===== config.mk =====
export PLATFORM = sky130hd
export DESIGN_NAME = div_restoring
export DESIGN_NICKNAME = d
export VERILOG_FILES = /design/src/rtl/div_restoring_pkg.sv /design/src/rtl/div_restoring_shl.sv /design/src/rtl/div_restoring.sv
export SDC_FILE = /design/constraint.sdc
export NUM_CORES = 1
export LEC_CHECK = 0
export ABC_AREA = 1
export CELL_PAD_IN_SITES_DETAIL_PLACEMENT = 0
export CELL_PAD_IN_SITES_GLOBAL_PLACEMENT = 1
export CORE_MARGIN = 2
export CORE_UTILIZATION = 39
export CTS_CLUSTER_DIAMETER = 40
export DETAILED_ROUTE_END_ITERATION = 8
export GPL_TIMING_DRIVEN = 0
export PLACE_DENSITY_LB_ADDON = 0.1
export SLEW_MARGIN = 20
export SYNTH_ARGS = -nofsm -noshare
export SYNTH_HDL_FRONTEND = slang
export SYNTH_HIERARCHICAL = 1
export SYNTH_SLANG_ARGS = --single-unit

===== constraint.sdc =====
create_clock -name clk -period 2.8 [get_ports clk]
set_input_delay 0.42 -clock clk [delete_from_list [all_inputs] [get_ports clk]]
set_output_delay 0.42 -clock clk [all_outputs]
set_load 0.03 [all_outputs]

===== src/rtl/div_restoring_pkg.sv =====
// Shared datapath package: divider FSM encoding, default operand width, result bundle.
// Latency: n/a (types and constants only).
// Backpressure: n/a.
package div_restoring_pkg;

  // Default operand width for dividend, divisor, quotient and remainder.
  localparam int WIDTH_DEF = 4;

  // Divider control states. RUN lasts WIDTH cycles and DONE exactly one.
  typedef enum logic [1:0] {
    ST_IDLE = 2'd0,
    ST_RUN  = 2'd1,
    ST_DONE = 2'd2
  } state_t;

  // Width of the iteration counter, which must hold the value WIDTH.
  function automatic int count_width(input int width);
    return (width < 2) ? 1 : $clog2(width + 1);
  endfunction

endpackage


===== src/rtl/div_restoring_shl.sv =====
// Shift-left register with parallel load, serial-in and shift enable.
// Latency: one clock from load/shift_en to q; load wins over shift.
// Backpressure: none; the register updates whenever load or shift_en is set.
module shl_reg #(
  parameter int W = 4
) (
  input  logic         clk,
  input  logic         reset,
  input  logic         load,
  input  logic [W-1:0] load_val,
  input  logic         shift_en,
  input  logic         sin,
  output logic [W-1:0] q
);

  // Load has priority so a caller can override the shift with a computed value.
  always_ff @(posedge clk or posedge reset) begin
    if (reset) begin
      q <= '0;
    end else if (load) begin
      q <= load_val;
    end else if (shift_en) begin
      q <= {q[W-2:0], sin};
    end
  end

endmodule


===== src/rtl/div_restoring.sv =====
// Sequential unsigned restoring divider, one quotient bit per clock.
// Latency: start sampled at edge 0, busy for WIDTH cycles, done pulse in cycle WIDTH+1.
// Backpressure: start is only sampled in IDLE; requests in RUN or DONE are dropped.
module div_restoring
  import div_restoring_pkg::*;
#(
  parameter int WIDTH = WIDTH_DEF
) (
  input  logic             clk,
  input  logic             reset,
  input  logic             start,
  input  logic [WIDTH-1:0] dividend,
  input  logic [WIDTH-1:0] divisor,
  output logic             busy,
  output logic             done,
  output logic [WIDTH-1:0] quotient,
  output logic [WIDTH-1:0] remainder,
  output logic             div_zero
);

  localparam int CW = count_width(WIDTH);

  state_t           state;
  state_t           state_nxt;

  logic [WIDTH:0]   a_q;        // partial remainder, one guard bit
  logic [WIDTH-1:0] q_q;        // dividend shifting out, quotient shifting in
  logic [WIDTH-1:0] m_q;        // captured divisor
  logic [CW-1:0]    count;
  logic             dz_cap;     // divisor was zero at capture time

  logic             start_acc;
  logic             run;
  logic             last;

  logic [WIDTH:0]   a_shl;
  logic [WIDTH:0]   trial;
  logic             borrow;
  logic             a_load;
  logic [WIDTH:0]   a_load_val;
  logic [WIDTH-1:0] q_fin;
  logic [WIDTH-1:0] r_fin;

  // Trial subtraction of the divisor from the left-shifted partial remainder.
  // The top bit of the WIDTH+1-bit difference is the borrow.
  assign a_shl  = {a_q[WIDTH-1:0], q_q[WIDTH-1]};
  assign trial  = a_shl - {1'b0, m_q};
  assign borrow = trial[WIDTH];

  // Values the A/Q pair will hold after the current iteration; used to load
  // the result registers on the final iteration so they are valid in DONE.
  assign q_fin = {q_q[WIDTH-2:0], ~borrow};
  assign r_fin = borrow ? a_shl[WIDTH-1:0] : trial[WIDTH-1:0];

  // State register.
  always_ff @(posedge clk or posedge reset) begin
    if (reset) begin
      state <= ST_IDLE;
    end else begin
      state <= state_nxt;
    end
  end

  // Next-state logic: IDLE -> RUN on start, RUN -> DONE on the last iteration,
  // DONE -> IDLE unconditionally.
  always_comb begin
    state_nxt = state;
    case (state)
      ST_IDLE: if (start) state_nxt = ST_RUN;
      ST_RUN:  if (count == CW'(1)) state_nxt = ST_DONE;
      ST_DONE: state_nxt = ST_IDLE;
      default: state_nxt = ST_IDLE;
    endcase
  end

  // Output and datapath control decode from the current state.
  always_comb begin
    start_acc = 1'b0;
    run       = 1'b0;
    last      = 1'b0;
    busy      = 1'b0;
    done      = 1'b0;
    case (state)
      ST_IDLE: start_acc = start;
      ST_RUN: begin
        run  = 1'b1;
        busy = 1'b1;
        last = (count == CW'(1));
      end
      ST_DONE: done = 1'b1;
      default: ;
    endcase
  end

  // A reuses the shift path for the restore case (shifted value kept) and the
  // load path both for clearing on start and for taking the difference.
  always_comb begin
    a_load     = start_acc | (run & ~borrow);
    a_load_val = start_acc ? '0 : trial;
  end

  shl_reg #(.W(WIDTH + 1)) u_a_reg (
    .clk      (clk),
    .reset    (reset),
    .load     (a_load),
    .load_val (a_load_val),
    .shift_en (run),
    .sin      (q_q[WIDTH-1]),
    .q        (a_q)
  );

  // Q takes the dividend on start, then shifts in one quotient bit per cycle.
  shl_reg #(.W(WIDTH)) u_q_reg (
    .clk      (clk),
    .reset    (reset),
    .load     (start_acc),
    .load_val (dividend),
    .shift_en (run),
    .sin      (~borrow),
    .q        (q_q)
  );

  // Divisor, divide-by-zero flag and iteration counter; operands are only
  // captured on an accepted start so later input changes are ignored.
  always_ff @(posedge clk or posedge reset) begin
    if (reset) begin
      m_q    <= '0;
      count  <= '0;
      dz_cap <= 1'b0;
    end else if (start_acc) begin
      m_q    <= divisor;
      count  <= CW'(WIDTH);
      dz_cap <= (divisor == '0);
    end else if (run) begin
      count  <= count - CW'(1);
    end
  end

  // Result registers update only on the final iteration and otherwise hold,
  // so a new start does not disturb the previous answer.
  always_ff @(posedge clk or posedge reset) begin
    if (reset) begin
      quotient  <= '0;
      remainder <= '0;
      div_zero  <= 1'b0;
    end else if (last) begin
      quotient  <= q_fin;
      remainder <= r_fin;
      div_zero  <= dz_cap;
    end
  end

endmodule


==> summary.md <==
| Metric | Value |
|---|---|
| CTS Root Cell | clkbuf_8 |
| Crit-path max FO | 6 |
| Worst Path Required | 2960 ps |
| Initial Util | 40.0% |
| Slew margin rel. | 50.1% |
| Status | finished, final reports clean |
| Die area | 4200 um2 |
| Period minus WS final | 2460 ps |
| CTS tree | done |
| Ys Warns | 6 |
| Clock latency on the worst-skew pair | 270 ps |
| Cells after DPL | 246 |
| Vias in the first global route | 1152 |
| PwrDens | 1380 nW/um2 |
| Clock Path Buffers | 2 |
| Row Count | 22 |
| Global-route wire length before repair | 5040 um |
| WL per Instance | 11.8 um |
| First drt pass iteration count | 4 |
| Max Cap Viol | 0 |
| Final Skew | 4.13 ps |
| Resized cells post-CTS | 0 |
| Total negative slack | 0 ps |
| Worst Path Buf+Inv | 3 |
| Element type at the critical path end | flip-flop |
| Iter 0 DRT Violations | 29 |
| CORE AREA | 3610 um2 |
| Fin worst setup slack | 340 ps |
| Global placer's final weighted congestion | 0.793 |
| GRT overflow | 0 |
| RSZ-0062 raised after global routing | no |
| PortBufs | 21 |
| Syn Nets | 195 |
| Crit path kind | flip-flop to flip-flop |
| Final Hold Vio Count | 0 |
| CP top delay family | simple AND/OR/NAND/NOR gates |
| Max incr delay on CP | 420 ps |
| Final ANT Viol Nets | 0 |
| Pre-CTS WS | 338 ps |
| CTS sink count | 27 |
| Antenna cells | 0 |
| H-tree depth | 1 |
| Fmax | 406 MHz |
| Final Max Slew Viols | 0 |
| DRT Wirelength | 2960 um |
| Register area | 676 um2 |
| Cells after Synth | 177 |
| GR Util All Layers | 15.4% |
| Worst EP arrival | 2620 ps |
| Layout Nets | 221 |
| Worst VDD drop | 0.000692 V |
| Mapped Area | 1440 um2 |
| Die height | 64.8 um |
| Final cell count without fillers | 250 |
| Worst-path cell chain | inv_1 > ha_1 > inv_1 > fa_1 > nand3_1 > nand3_2 > nand2_4 > nor2_2 > a21oi_1 > inv_1 > nand3_1 > nand3_1 |
| Ports | 22 |
| Final period utilization | 87.9% |
| HPWL Detailed | 2310 um |
| Largest net degree at the start of global routing | 20 |
| Mapped Avg Cell Area | 8.14 um2 |
| CTS buffer count | 3 |
| Clock-pin slew on the worst setup and hold paths | 90 ps |
| Startpoint types | flip-flop |
| Critical-path top delay cell | fa_1 |
| Worst Max-Slew Pin Slew | 747 ps |
| Leak Pwr | 0.875 nW |
| DR vias | 1191 |
| Footprint of the multi-input gates | 664 um2 |
| Hold Buf Count CTS | 0 |
| Initial antenna violation count | 0 |
| Die W | 64.8 um |
| Post-CTS setup buffer count | 0 |
| Syn-to-layout area delta | 22.0% |
| # setup viols final | 0 |
| HP Class | input port to async pin |
| Share of cells above drive strength 1 | 6.93% |
| Vias per cell | 4.76 |
| # fillers | 348 |
| Post-route DRC | 0 |
-- flip-flops by register name (all words and copies together) (netlist names) --
name / flops
remainder: 4
state: 2
m_q: 4
dz_cap: 1
count: 3
u_q_reg/q: 4
u_a_reg/q: 4
quotient: 4
div_zero: 1
-- stage by stage --
step / hold WS, ps / power [mW] / util [%] / area (um2)
floorplan: 186 / 1.81 / - / 1440
global placement: 457 / 2.19 / 47.5 / 1710
detailed placement: 463 / 2.22 / 47.5 / 1710
CTS: 383 / 2.45 / 48.8 / 1760
global route: 400 / 2.69 / 48.8 / 1760
finish: 379 / 2.43 / 48.8 / 1760
-- final timing paths --
| path | start | to | slack (ps) | cells after the start |
|---|---|---|---|---|
| max | u_q_reg/q[3] | u_a_reg/q[2] | 340 | 12 |
| min | reset | u_a_reg/q[1] | 380 | 2 |
| max reg2reg | u_q_reg/q[3] | u_a_reg/q[2] | 340 | 12 |
| min reg2reg | div_zero | div_zero | 480 | 2 |
| max in group asynchronous | reset | remainder[2] | 1700 | 2 |
| min in group clk | div_zero | div_zero | 480 | 2 |
-- power breakdown --
part	total [mW]	switching [mW]	internal, mW
logic	1.51	0.940	0.565
clock network	0.221	0.121	0.0997
registers	0.708	0.128	0.579
-- layout by cell type, fill, tap and decap left out, types with 3 or more instances in the layout --
master,n
nand2_1,61
dfrtp_1,27
inv_1,21
clkdlybuf4s50_1,21
nand3_1,20
nor2_1,12
o21ai_0,6
ha_1,6
a21oi_1,3
nand3b_1,3
clkbuf_8,3
-- cell type report --
type / count / share of cell area [%]
Inverter: 22 / 4.70
Clock inverter: 1 / 0.285
Multi-Input combinational cell: 126 / 37.8
Timing Repair Buffer: 21 / 12.0
Clock buffer: 3 / 2.35
Buffer: 2 / 1.07
Sequential cell: 27 / 38.4
Tap cell: 48 / 3.42
-- routing by layer --
metal | track usage (%) | routed length, um | share of wire (%)
met4 | 5.32 | 27 | 0.91
met2 | 25.1 | 1330 | 45
met3 | 1.91 | 69 | 2.3
met5 | 0 | 0 | 0
met1 | 21.2 | 1530 | 52
No activity file was read; power rests on OpenSTA's default activity.
